<file path="config.mk">
export PLATFORM = sky130hd
export DESIGN_NAME = pipelined_addsub_64
export DESIGN_NICKNAME = d
export VERILOG_FILES = /design/src/rtl/addsub_pkg.sv /design/src/rtl/pipelined_addsub_64_cla_slice.sv /design/src/rtl/pipelined_addsub_64.sv
export SDC_FILE = /design/constraint.sdc
export NUM_CORES = 1
export LEC_CHECK = 0
export CORE_UTILIZATION = 45
export DETAILED_ROUTE_END_ITERATION = 10
export GPL_ROUTABILITY_DRIVEN = 0
export SLEW_MARGIN = 10
export SYNTH_ARGS = -nofsm -noshare
export SYNTH_HDL_FRONTEND = slang
export SYNTH_SLANG_ARGS = --single-unit
</file>
<file path="constraint.sdc">
create_clock -name CLK -period 38.5 [get_ports CLK]
set_input_delay 9.625 -clock CLK [delete_from_list [all_inputs] [get_ports CLK]]
set_output_delay 9.625 -clock CLK [all_outputs]
set_load 0.05 [all_outputs]
</file>
<file path="src/rtl/addsub_pkg.sv">
// Shared constants for the pipelined add/subtract unit.
// Operand width, slice width and the op encoding.
package addsub_pkg;

  localparam int WIDTH_DEF = 64;
  localparam int SLICE_DEF = 16;
  localparam int STAGES    = WIDTH_DEF / SLICE_DEF;

  localparam logic OP_ADD = 1'b0;
  localparam logic OP_SUB = 1'b1;

endpackage

</file>
<file path="src/rtl/pipelined_addsub_64_cla_slice.sv">
// Combinational SLICE-bit carry-lookahead adder slice.
// 4-bit lookahead groups, group carries chained across the slice.
module cla_slice #(
  parameter int SLICE = 16
) (
  input  logic [SLICE-1:0] a,
  input  logic [SLICE-1:0] b,
  input  logic             ci,
  output logic [SLICE-1:0] s,
  output logic             co,
  output logic             c_msb_in
);

  localparam int GRP = 4;
  localparam int NG  = SLICE / GRP;

  logic [SLICE-1:0] p;
  logic [SLICE-1:0] g;
  logic [SLICE:0]   c;
  logic [NG-1:0]    gp;
  logic [NG-1:0]    gg;
  logic [NG:0]      gc;

  // Group propagate/generate, group carries, then bit carries inside groups.
  always_comb begin
    p  = a ^ b;
    g  = a & b;
    gp = '0;
    gg = '0;
    gc = '0;
    c  = '0;
    for (int i = 0; i < NG; i++) begin
      gp[i] = &p[i*GRP +: GRP];
      for (int j = 0; j < GRP; j++) begin
        gg[i] = g[i*GRP+j] | (p[i*GRP+j] & gg[i]);
      end
    end
    gc[0] = ci;
    for (int i = 0; i < NG; i++) begin
      gc[i+1] = gg[i] | (gp[i] & gc[i]);
    end
    for (int i = 0; i < NG; i++) begin
      c[i*GRP] = gc[i];
      for (int j = 1; j < GRP; j++) begin
        c[i*GRP+j] = g[i*GRP+j-1] | (p[i*GRP+j-1] & c[i*GRP+j-1]);
      end
    end
    c[SLICE] = gc[NG];
    s        = p ^ c[SLICE-1:0];
    co       = c[SLICE];
    c_msb_in = c[SLICE-1];
  end

endmodule

</file>
<file path="src/rtl/pipelined_addsub_64.sv">
// Pipelined 64-bit add/subtract, one CLA slice per stage.
// Global-stall valid/ready pipeline; outputs hold between results.
module pipelined_addsub_64
  import addsub_pkg::*;
#(
  parameter int WIDTH = WIDTH_DEF,
  parameter int SLICE = SLICE_DEF
) (
  input  logic             CLK,
  input  logic             reset,
  input  logic             in_valid,
  output logic             in_ready,
  input  logic [WIDTH-1:0] in_a,
  input  logic [WIDTH-1:0] in_b,
  input  logic             cin,
  input  logic             sub,
  output logic             out_valid,
  input  logic             out_ready,
  output logic [WIDTH-1:0] sum,
  output logic             cout,
  output logic             ovf
);

  localparam int STG = WIDTH / SLICE;

  // index 0 is the operand capture; index STG is the output
  logic [STG:0]     v_q, v_d;
  logic [WIDTH-1:0] a_q [STG];
  logic [WIDTH-1:0] a_d [STG];
  logic [WIDTH-1:0] b_q [STG];
  logic [WIDTH-1:0] b_d [STG];
  logic [STG-1:0]   sub_q, sub_d;
  logic [STG:0]     c_q, c_d;
  logic [WIDTH-1:0] s_q [1:STG];
  logic [WIDTH-1:0] s_d [1:STG];
  logic             cm_q, cm_d;

  logic [SLICE-1:0] sl_s  [STG];
  logic             sl_co [STG];
  logic             sl_cm [STG];

  logic adv;

  assign adv       = !v_q[STG] || out_ready;
  assign in_ready  = adv;
  assign out_valid = v_q[STG];
  assign sum       = s_q[STG];
  assign cout      = c_q[STG];
  assign ovf       = c_q[STG] ^ cm_q;

  for (genvar k = 0; k < STG; k++) begin : g_slice
    cla_slice #(
      .SLICE(SLICE)
    ) u_slice (
      .a       (a_q[k][k*SLICE +: SLICE]),
      .b       (b_q[k][k*SLICE +: SLICE] ^ {SLICE{sub_q[k]}}),
      .ci      (c_q[k]),
      .s       (sl_s[k]),
      .co      (sl_co[k]),
      .c_msb_in(sl_cm[k])
    );
  end

  // Next state: all stages shift together on adv, data moves only if valid.
  always_comb begin
    v_d   = v_q;
    a_d   = a_q;
    b_d   = b_q;
    sub_d = sub_q;
    c_d   = c_q;
    s_d   = s_q;
    cm_d  = cm_q;
    if (adv) begin
      v_d[0] = in_valid;
      if (in_valid) begin
        a_d[0]   = in_a;
        b_d[0]   = in_b;
        sub_d[0] = sub;
        c_d[0]   = cin ^ sub;
      end
      for (int j = 1; j <= STG; j++) begin
        v_d[j] = v_q[j-1];
        if (v_q[j-1]) c_d[j] = sl_co[j-1];
      end
      for (int j = 1; j < STG; j++) begin
        if (v_q[j-1]) begin
          a_d[j]   = a_q[j-1];
          b_d[j]   = b_q[j-1];
          sub_d[j] = sub_q[j-1];
        end
      end
      if (v_q[0]) begin
        s_d[1]            = '0;
        s_d[1][SLICE-1:0] = sl_s[0];
      end
      for (int j = 2; j <= STG; j++) begin
        if (v_q[j-1]) begin
          s_d[j]                    = s_q[j-1];
          s_d[j][(j-1)*SLICE +: SLICE] = sl_s[j-1];
        end
      end
      if (v_q[STG-1]) cm_d = sl_cm[STG-1];
    end
  end

  // Pipeline registers; reset discards everything in flight.
  always_ff @(posedge CLK or posedge reset) begin
    if (reset) begin
      v_q   <= '0;
      sub_q <= '0;
      c_q   <= '0;
      cm_q  <= 1'b0;
      for (int j = 0; j < STG; j++) begin
        a_q[j] <= '0;
        b_q[j] <= '0;
      end
      for (int j = 1; j <= STG; j++) begin
        s_q[j] <= '0;
      end
    end else begin
      v_q   <= v_d;
      a_q   <= a_d;
      b_q   <= b_d;
      sub_q <= sub_d;
      c_q   <= c_d;
      s_q   <= s_d;
      cm_q  <= cm_d;
    end
  end

endmodule

</file>
==> metrics.txt <==
status=completed; Synth cell types=38; clk sink count=495; maximum fanout along the worst path=10; Worst Setup Slack, final=17.70 ns; Max Buffers Root-to-Sink=3; Synth Area in Simple Gates=4.90%; Worst-Margin Slew=1.03 ns; WL per Instance=16.1 um; Synth Instances=1,697; ys flop type=dfrtp_1; CP max stage delay=0.83 ns; mux share of post-synthesis cell area=19.0%; power per cell area=96.2 nW/um^2; CTS tree=done; CP startpoint=out_ready; H-tree depth=2; dpl hpwl=26,400 um; RSZ-0062 raised after global routing=false; post-layout min period=20.80 ns; antenna violations before repair=4; DR DRC count=0; violation count after the first detailed-route iteration=566; sequential share of the synthesized area=55.8%; Synth async-reset ratio=100%; commonest non-fill, non-tap cell in the layout=dfrtp_1; max-cap violation count=0; Post-Route Setup TNS=0 ns; Yosys warning total=0; Worst-path clk slew=0.06 ns; grt met1 use=22.8%; met2 Use GR=28.2%; row cnt=81; NetSw=932 uW; All-Layer GR Usage=17.1%; Max-slew headroom=31.2%; setup slack at placement=17.69 ns; cts hold-fix bufs=0; Int Power=1.57 mW; reg-to-reg startpoint=sub_q[3]; critical path depth=4; first-pass GRT wire length=68,300 um; fillers=4,239; switch share=37.2%; core area=48,700 sq um; final hold slack=0.468 ns; RR Endpoint=sum[63]; part of the power in combinational logic=43.5%; Leak=11.8 nW; initial core utilization=45.5%; Max Slew Vio Count=0; Total Wirelength=40,800 um; count of input and output buffers=201; WP data required=28.88 ns; routed vias=12,289; CTS buffer count=53; Worst setup EP type=primary output; Reg power frac=36.2%; CTS resizes=0; Layout Nets=2,071; most numerous cell on the critical path=clkdlybuf4s50_1; flop2flop setup slack=34.41 ns; DRT Pass-1 Iters=4; period utilization=54.0%; die width=224 um; Worst VDD drop=0.0000372 V; CP Cell Sequence=clkdlybuf4s50_1 -> nor2b_4 -> inv_4 -> clkdlybuf4s50_1; number of flops mapped to enable cells by yosys=0; via/cell ratio=4.85; Top Family by Delay on Critical Path=buffers and inverters; layout cell share with drive strength beyond 1=25.5%; Placed Instances=2,434; Min-Delay Path Class=flip-flop to flip-flop; grt ovf=0; CP Class=primary input to primary output; fmax=48.1 MHz; Clk pwr share=20.3%; Post-Syn Nets=1,943; WP buf/inv=3; grt met3 use=3.65%; Setup-failing EPs final=0; Synth Area in Compound Gates=3.44%; Die Ht=224 um; Synth-to-Final Area Change=17.4%; number of synthesized register bits=495; Synth Area in Adders=7.94%; commonest cells after routing, fill and taps aside=495 x dfrtp_1, 336 x mux2_2, 242 x nand2_1; final setup skew=0.0240 ns; largest family of logic cells by synthesized area=multiplexers; CTS Root Cell=clkbuf_16; Placed Area=24,300 sq um; Startpoint Class=primary input; CP endpoint=in_ready; die area=50,200 sq um; syn avg cell area=13.1 sq um; Layout Cell Area excl Fill=26,100 sq um; postcts setup bufs=0; GRT busiest layer=met2; final core occ=53.4%; Power Total=2.51 mW; Detail Route Antenna Nets=0; Mapped Area=22,200 sq um; post-route insts no fill=2,533; crit path max-delay cell type=clkdlybuf4s50_1; crit path DAT=11.17 ns; FF-to-FF path depth=12; num ports=202; final hold vios=0; xor/xnor share of the synthesized area=3.24%; clk_lat worst skew=0.59 ns; largest net degree at the start of global routing=159; antenna diode count=0; vias in the first global route=13,061
worst reg2reg max path: stages (launching register included):
cell,delay (ns)
dfrtp_1,0.95
xor2_1,0.30
ha_1,0.28
a21o_1,0.18
a221oi_1,0.49
o221a_2,0.36
o21a_1,0.19
fa_1,0.22
fa_1,0.17
inv_1,0.05
fa_1,0.42
xnor2_1,0.23
o21ai_0,0.10
cells in the mapped netlist, types with 2 or more instances:
master | n | area share, %
buf_4 | 81 | 2.7
nor2_1 | 6 | 0.10
a21oi_1 | 25 | 0.56
ha_1 | 64 | 3.6
xor2_1 | 80 | 3.2
inv_1 | 95 | 1.6
mux2_2 | 336 | 17
nand4_1 | 9 | 0.25
mux2_4 | 29 | 2.0
a211oi_1 | 6 | 0.20
buf_2 | 32 | 0.72
nand2b_1 | 2 | 0.056
a21o_1 | 6 | 0.20
fa_1 | 48 | 4.3
o21a_1 | 5 | 0.17
nand3_1 | 3 | 0.068
buf_6 | 4 | 0.20
clkbuf_1 | 20 | 0.34
nand2_1 | 246 | 4.2
a221oi_1 | 3 | 0.12
xnor2_1 | 2 | 0.079
and3_1 | 2 | 0.056
o21bai_1 | 2 | 0.068
dfrtp_1 | 495 | 56
o221a_2 | 2 | 0.10
o21ai_0 | 80 | 1.8
and2_1 | 3 | 0.085
power groups by stage:
stage | Clock (mW) | Sequential (mW) | Combinational, mW
after floorplan | 0 | 0.859 | 0.922
after global placement | 0 | 0.914 | 1.08
after detailed placement | 0 | 0.920 | 1.11
after CTS | 0.525 | 0.913 | 1.12
after global routing | 0.546 | 0.941 | 1.25
final | 0.508 | 0.908 | 1.09
routing by layer:
| layer | share of wire (%) | up-vias |
|---|---|---|
| li1 | - | 5864 |
| met1 | 46 | 6183 |
| met2 | 48 | 165 |
| met3 | 4.4 | 69 |
| met4 | 2.2 | 8 |
| met5 | 0.14 | - |
cell families (layout without fill, tap and decap cells):
group,Yosys count,in the layout
compound gates,135,135
xor+xnor,82,82
mux,365,365
flops,495,495
simple gates,274,274
buf+inv,234,406
fa+ha+maj,112,112
state kept, by name, summed over array words and instances (netlist names):
| signal | count |
|---|---|
| b_q | 160 |
| sum | 64 |
| cm_q | 1 |
| sub_q | 4 |
| a_q | 160 |
| c_q | 5 |
| v_q | 5 |
| s_q | 96 |
how the worst min path moves through the flow:
stage                  from  endpoint  cells after the start
floorplan           s_q[95]   sum[31]                      2
global placement    s_q[95]   sum[31]                      2
detailed placement  s_q[86]   sum[22]                      2
CTS                 s_q[86]   sum[22]                      2
global route        s_q[70]    sum[6]                      2
finish              s_q[89]   sum[25]                      2
area by class of cell:
| type | instances | area (sq um) | share of cell area (%) |
|---|---|---|---|
| tap | 664 | 831 | 3.19 |
| clock inverter | 21 | 166 | 0.639 |
| clock buffer | 78 | 1610 | 6.19 |
| timing repair buffer | 211 | 2100 | 8.06 |
| inverter | 96 | 370 | 1.42 |
| multi-input combinational | 968 | 8590 | 33.0 |
| sequential | 495 | 12400 | 47.5 |
No activity file was read; power rests on OpenSTA's default activity.
